`src/rtl/cordic_pkg.sv`:
```
`default_nettype none
// ============================================================================
// Module      : cordic_pkg
// Description : Shared types and constants for the iterative CORDIC sequencer:
//               FSM state encoding, mode encodings, the arctangent table
//               (Q2.30 radians) and the inverse CORDIC gain.
// Revision    : 1.0 - initial release
// ============================================================================
package cordic_pkg;

  // Inverse of the asymptotic CORDIC gain (~0.60725), Q2.30.
  // Callers pre-scale with this; the sequencer itself never compensates gain.
  localparam logic [31:0] K_INV_Q30 = 32'h26DD3B6A;

  localparam logic MODE_ROTATION  = 1'b0;  // drive z toward 0
  localparam logic MODE_VECTORING = 1'b1;  // drive y toward 0

  typedef enum logic [2:0] {
    ST_IDLE = 3'd0,
    ST_SHX  = 3'd1,
    ST_SHY  = 3'd2,
    ST_UPD  = 3'd3,
    ST_DONE = 3'd4
  } state_t;

  // atan(2^-i) scaled by 2^30. The tail entries collapse to a few LSBs.
  localparam logic [31:0] ATAN_TABLE [0:31] = '{
    32'h3243F6A9, 32'h1DAC6705, 32'h0FADBAFC, 32'h07F56EA6,
    32'h03FEAB76, 32'h01FFD55B, 32'h00FFFAAA, 32'h007FFF55,
    32'h003FFFEA, 32'h001FFFFD, 32'h000FFFFF, 32'h0007FFFF,
    32'h0003FFFF, 32'h0001FFFF, 32'h0000FFFF, 32'h00007FFF,
    32'h00003FFF, 32'h00001FFF, 32'h00000FFF, 32'h000007FF,
    32'h000003FF, 32'h000001FF, 32'h000000FF, 32'h0000007F,
    32'h0000003F, 32'h0000001F, 32'h0000000F, 32'h00000008,
    32'h00000004, 32'h00000002, 32'h00000001, 32'h00000000
  };

endpackage
`default_nettype wire

```
`src/rtl/cordic_atan_rom.sv`:
```
`default_nettype none
// ============================================================================
// Module      : cordic_atan_rom
// Description : Combinational lookup of atan(2^-idx) in Q2.30 radians.
// Ports       : idx   in  5  iteration index
//               value out 32 arctangent constant
// Revision    : 1.0 - initial release
// ============================================================================
module cordic_atan_rom
  import cordic_pkg::*;
(
  input  logic [4:0]  idx,
  output logic [31:0] value
);

  assign value = ATAN_TABLE[idx];

endmodule
`default_nettype wire

```
`src/rtl/cordic_iter_ctrl.sv`:
```
`default_nettype none
// ============================================================================
// Module      : cordic_iter_ctrl
// Description : Iterative CORDIC sequencer. Runs ITER micro-rotations on x/y/z
//               by time-multiplexing one external combinational barrel
//               shifter: x is shifted in SHX, y in SHY, and the add/sub
//               update happens in UPD. Rotation and vectoring modes.
// Ports       : clk, rst_n (sync, active-low)
//               start, mode, x_in, y_in, z_in      - command (taken in IDLE)
//               busy, done, x_out, y_out, z_out     - status / results
//               sh_data_in, sh_rightleft, sh_arith,
//               sh_amount, sh_data_out              - shared shifter port
// Revision    : 1.0 - initial release
// ============================================================================
module cordic_iter_ctrl
  import cordic_pkg::*;
#(
  parameter int ITER = 16,  // 1..32, limited by the 5-bit shift amount
  parameter int W    = 32   // fixed to match the shifter
) (
  input  logic         clk,
  input  logic         rst_n,
  input  logic         start,
  input  logic         mode,
  input  logic [W-1:0] x_in,
  input  logic [W-1:0] y_in,
  input  logic [W-1:0] z_in,
  output logic         busy,
  output logic         done,
  output logic [W-1:0] x_out,
  output logic [W-1:0] y_out,
  output logic [W-1:0] z_out,
  output logic [W-1:0] sh_data_in,
  output logic         sh_rightleft,
  output logic         sh_arith,
  output logic [4:0]   sh_amount,
  input  logic [W-1:0] sh_data_out
);

  state_t       state;
  logic         mode_q;
  logic [4:0]   iter_idx;
  logic [W-1:0] x, y, z;
  logic [W-1:0] xs, ys;

  logic [W-1:0] atan_val;
  logic         dir_pos;
  logic         last_iter;
  logic [W-1:0] x_upd, y_upd, z_upd;

  // Always an arithmetic right shift: x*2^-i, y*2^-i with sign fill.
  assign sh_rightleft = 1'b0;
  assign sh_arith     = 1'b1;

  cordic_atan_rom u_atan_rom (
    .idx   (iter_idx),
    .value (atan_val)
  );

  assign last_iter = (iter_idx == 5'(ITER - 1));

  // d = +1 rotates counter-clockwise. Rotation mode steers z toward zero,
  // vectoring mode steers y toward zero from whichever side it sits on.
  always_comb begin
    dir_pos = (mode_q == MODE_VECTORING) ? y[W-1] : ~z[W-1];
    if (dir_pos) begin
      x_upd = x - ys;
      y_upd = y + xs;
      z_upd = z - atan_val;
    end else begin
      x_upd = x + ys;
      y_upd = y - xs;
      z_upd = z + atan_val;
    end
  end

  // The shifter operand is registered one state ahead so it is already
  // stable when SHX/SHY sample sh_data_out in the same cycle.
  always_ff @(posedge clk) begin
    if (!rst_n) begin
      state      <= ST_IDLE;
      mode_q     <= MODE_ROTATION;
      iter_idx   <= 5'd0;
      x          <= '0;
      y          <= '0;
      z          <= '0;
      xs         <= '0;
      ys         <= '0;
      busy       <= 1'b0;
      done       <= 1'b0;
      x_out      <= '0;
      y_out      <= '0;
      z_out      <= '0;
      sh_data_in <= '0;
      sh_amount  <= 5'd0;
    end else begin
      case (state)
        ST_IDLE: begin
          if (start) begin
            x          <= x_in;
            y          <= y_in;
            z          <= z_in;
            mode_q     <= mode;
            iter_idx   <= 5'd0;
            busy       <= 1'b1;
            sh_data_in <= x_in;
            sh_amount  <= 5'd0;
            state      <= ST_SHX;
          end
        end
        ST_SHX: begin
          xs         <= sh_data_out;
          sh_data_in <= y;
          state      <= ST_SHY;
        end
        ST_SHY: begin
          ys         <= sh_data_out;
          sh_data_in <= '0;
          state      <= ST_UPD;
        end
        ST_UPD: begin
          x <= x_upd;
          y <= y_upd;
          z <= z_upd;
          if (last_iter) begin
            // Results are published on entry to DONE so they are valid
            // during the single done cycle and held afterwards.
            x_out     <= x_upd;
            y_out     <= y_upd;
            z_out     <= z_upd;
            done      <= 1'b1;
            busy      <= 1'b0;
            sh_amount <= 5'd0;
            state     <= ST_DONE;
          end else begin
            iter_idx   <= iter_idx + 5'd1;
            sh_data_in <= x_upd;
            sh_amount  <= iter_idx + 5'd1;
            state      <= ST_SHX;
          end
        end
        ST_DONE: begin
          done  <= 1'b0;
          state <= ST_IDLE;
        end
        default: state <= ST_IDLE;
      endcase
    end
  end

endmodule
`default_nettype wire

```
`config.mk`:
```
export PLATFORM = sky130hd
export DESIGN_NAME = cordic_iter_ctrl
export DESIGN_NICKNAME = d
export VERILOG_FILES = /design/src/rtl/cordic_pkg.sv /design/src/rtl/cordic_atan_rom.sv /design/src/rtl/cordic_iter_ctrl.sv
export SDC_FILE = /design/constraint.sdc
export NUM_CORES = 1
export LEC_CHECK = 0
export ABC_AREA = 0
export CAP_MARGIN = 10
export CORE_MARGIN = 10
export CORE_UTILIZATION = 25
export DETAILED_ROUTE_END_ITERATION = 6
export GPL_TIMING_DRIVEN = 1
export PLACE_DENSITY = 0.54
export SYNTH_ARGS = -nofsm -noshare
export SYNTH_HDL_FRONTEND = slang
export SYNTH_SLANG_ARGS = --single-unit
```
`constraint.sdc`:
```
create_clock -name clk -period 5.8 [get_ports clk]
set_input_delay 0.58 -clock clk [delete_from_list [all_inputs] [get_ports clk]]
set_output_delay 0.58 -clock clk [all_outputs]
set_load 0.01 [all_outputs]
```
==> results.sh <==
export IMPL_tightest_slew_ns=0.976
export IMPL_pwr_density_cell_nw_per_um2=358
export IMPL_slew_headroom=0.350
export IMPL_die_y_um=292
export IMPL_grt_antenna_before_repair=13
export IMPL_critPathArrivalTime_ns=5.54
export IMPL_grt_max_degree=135
export IMPL_syn_inst=2404
export IMPL_pin_count=269
export IMPL_status="finished clean"
export IMPL_fin_skew_ns=0.0272
export IMPL_synth_warnings=0
export IMPL_required_ns=6.21
export IMPL_postSynthAreaPerCell_um2=7.67
export IMPL_cts_root_buf="clkbuf_16"
export IMPL_via_count=18300
export IMPL_wl_met1_um=35600
export IMPL_yosys_cell_count_top_type="nand2_1"
export IMPL_fmax_mhz=195
export IMPL_cts_sinks=304
export IMPL_hold_viol=0
export IMPL_nNetsFinal=2830
export IMPL_cts_resized=0
export IMPL_port_buffers=266
export IMPL_start_kind="flip-flop"
export IMPL_row_count=99
export IMPL_dr_pass1_iters=6
export IMPL_end_kind="flip-flop"
export IMPL_synth_seq_cells=304
export IMPL_synth_top_cell_area_share=0.330
export IMPL_routedWlPerCell_um=22.1
export IMPL_cts_setup_buffers=0
export IMPL_async_flop_share=0
export IMPL_ir_drop_mv=0.201
export IMPL_min_period_over_period=0.886
export IMPL_top_layer_used="met5"
export IMPL_hold_ws_ns=0.452
export IMPL_route_detailed_drc=0
export IMPL_coreArea_um2=73000
export IMPL_grt_use_total=0.176
export IMPL_met2_length_um=34900
export IMPL_synthTopCellsByArea="dfxtp_1 (33%), a21oi_1 (9.5%), nand2_1 (7.4%)"
export IMPL_ctsHtreeMaxLevel=2
export IMPL_slew_viol_final=0
export IMPL_rsz0062_at_grt="no"
export IMPL_grt_pass1_wl_um=116000
export IMPL_synth_ff_type="dfxtp_1"
export IMPL_yosysUniqueCellTypes=84
export IMPL_power_leakage_uw=0.00869
export IMPL_clock_latency_ns=0.57
export IMPL_worstHoldPathType="flip-flop to flip-flop"
export IMPL_yosys_top_cells_count="nand2_1 (364), a21oi_1 (350), dfxtp_1 (304), nor2_1 (225), clkbuf_1 (132)"
export IMPL_yosysTopAreaCell="dfxtp_1"
export IMPL_synth_fp_nets=2647
export IMPL_cts_hold_fix_buffers=0
export IMPL_wl_met3_um=6330
export IMPL_drt_iter0_markers=1430
export IMPL_cts_clk_slew_worst_paths_ns=0.06
export IMPL_crit_type="flip-flop to flip-flop"
export IMPL_cts_buffer_depth=3
export IMPL_area_delta_synth_final_pct=26.3
export IMPL_timing_reg2reg_setup_slack_ns=0.66
export IMPL_cts_inserted_buffers=38
export IMPL_synth_area_um2=18400
export IMPL_crit_fanout=16
export IMPL_routed_via_density=5.11
export IMPL_overflow=0
export IMPL_grt_pass1_vias=17400
export IMPL_layout_min_cycle_time_ns=5.14
export IMPL_drv_cap=0
export IMPL_dp_final_hpwl_um=59900
export IMPL_synth_edf_count=0
export IMPL_die_x_um=292
export IMPL_ys_seq_area_frac=0.330
export IMPL_start_util=0.253
export IMPL_dieArea_um2=85000
export IMPL_drive_gt1_frac=0.0516
export IMPL_setup_viol=0
export IMPL_cts_tree="done"
export IMPL_drtAntennaViolNets=0
export IMPL_wl_um=79000
export IMPL_final_setup_tns_ns=0
export IMPL_gp_congestion=0.929
-- cells by family after synthesis --
family	Yosys count	synth area share
AO/OA/AOI/OAI	802	0.269
AND/OR/NAND/NOR	789	0.188
flip-flops	304	0.330
buffers and inverters	205	0.0429
XOR/XNOR	170	0.0808
adder cells (fa/ha/maj)	111	0.0766
multiplexers	21	0.0119
other	2	0.000408
-- sequential cells by signal (all words and copies together), names as in the netlist --
| name | cells |
|---|---|
| busy | 1 |
| done | 1 |
| iter_idx | 5 |
| mode_q | 1 |
| sh_amount | 5 |
| sh_data_in | 32 |
| state | 3 |
| x | 32 |
| x_out | 32 |
| xs | 32 |
| y | 32 |
| y_out | 32 |
| ys | 32 |
| z | 32 |
| z_out | 32 |
-- stage by stage --
| step | std cells | total power, uW | setup WS, ns | instance area [um^2] | util |
|---|---|---|---|---|---|
| after CTS | 3573 | 8370 | 0.662 | 23300 | 0.319 |
| after detailed placement | 3506 | 5880 | 0.691 | 22000 | 0.302 |
| after global placement | 3506 | 5890 | 0.755 | 22000 | 0.302 |
| final | 3577 | 8340 | 0.664 | 23300 | 0.319 |
| after global routing | 3574 | 8800 | 0.216 | 23300 | 0.319 |
| after floorplan | 2404 | 4750 | 1.15 | 18400 | - |
-- worst max-delay path, stage by stage, from the launching register on --
cell       delay, ns
dfxtp_1         0.66
inv_1           0.21
ha_1            0.31
nand2b_1        0.22
mux2i_1         0.11
a22oi_1         0.35
inv_1           0.08
ha_1            0.23
a21oi_1         0.25
xnor2_1         0.18
ha_1            0.30
a21oi_1         0.22
o21bai_1        0.10
a211oi_1        0.30
o211ai_1        0.21
a2111oi_1       0.45
buf_4           0.20
o31ai_1         0.08
xor2_1          0.16
a222oi_1        0.29
nor2_1          0.07
-- layout make-up --
cell class              count  area, um^2
fillers                  7822       49700
repair buffers            296        2920
well taps                 959        1200
multi-input cells        1895       11600
flip-flops and latches    304        6090
clock buffers              53        1060
inverters                  52         203
diodes                      4        10.0
clock inverters            14         191
-- report_power, final --
part	internal [uW]	switching, uW	leakage, uW
logic	1290	2160	0.00560
registers	2250	178	0.00248
clock network	1460	999	0.000614
total	5000	3340	0.00869
-- worst paths after layout --
kind                     from        to  cells past startpoint
setup reg to reg  iter_idx[0]     z[25]                     20
hold reg to reg      z_out[8]  z_out[8]                      2
hold / removal       z_out[8]  z_out[8]                      2
setup / recovery  iter_idx[0]     z[25]                     20
-- placed cells by master (no fill, tap or decap), types with 11 or more instances in the layout --
cell type | netlist | layout
buf_4 | 2 | 28
clkdlybuf4s50_1 | 0 | 265
and2_1 | 15 | 14
inv_1 | 51 | 51
o221ai_1 | 19 | 19
a22oi_1 | 62 | 62
clkbuf_1 | 132 | 11
a211oi_1 | 20 | 20
and3_1 | 13 | 12
a21oi_1 | 350 | 349
o21a_1 | 19 | 19
nand4_1 | 13 | 13
clkbuf_16 | 0 | 39
nor2b_1 | 12 | 12
xnor2_1 | 106 | 106
dfxtp_1 | 304 | 304
nand2b_1 | 14 | 14
o211ai_1 | 18 | 18
nor2_1 | 225 | 222
o21bai_1 | 17 | 17
o31ai_1 | 18 | 18
o21ai_0 | 119 | 119
nor3_1 | 35 | 34
xor2_1 | 64 | 64
a221oi_1 | 25 | 25
o22ai_1 | 16 | 16
a31oi_1 | 22 | 22
a21o_1 | 40 | 40
ha_1 | 108 | 108
nand3_1 | 45 | 45
or2_2 | 11 | 11
mux2i_1 | 14 | 14
nand2_1 | 364 | 363
-- layer usage --
metal	global-route usage	vias up
li1	-	8946
met1	0.230	8632
met2	0.278	592
met3	0.0491	111
met4	0.0494	12
met5	0	-
(Power assumes the default switching activity.)
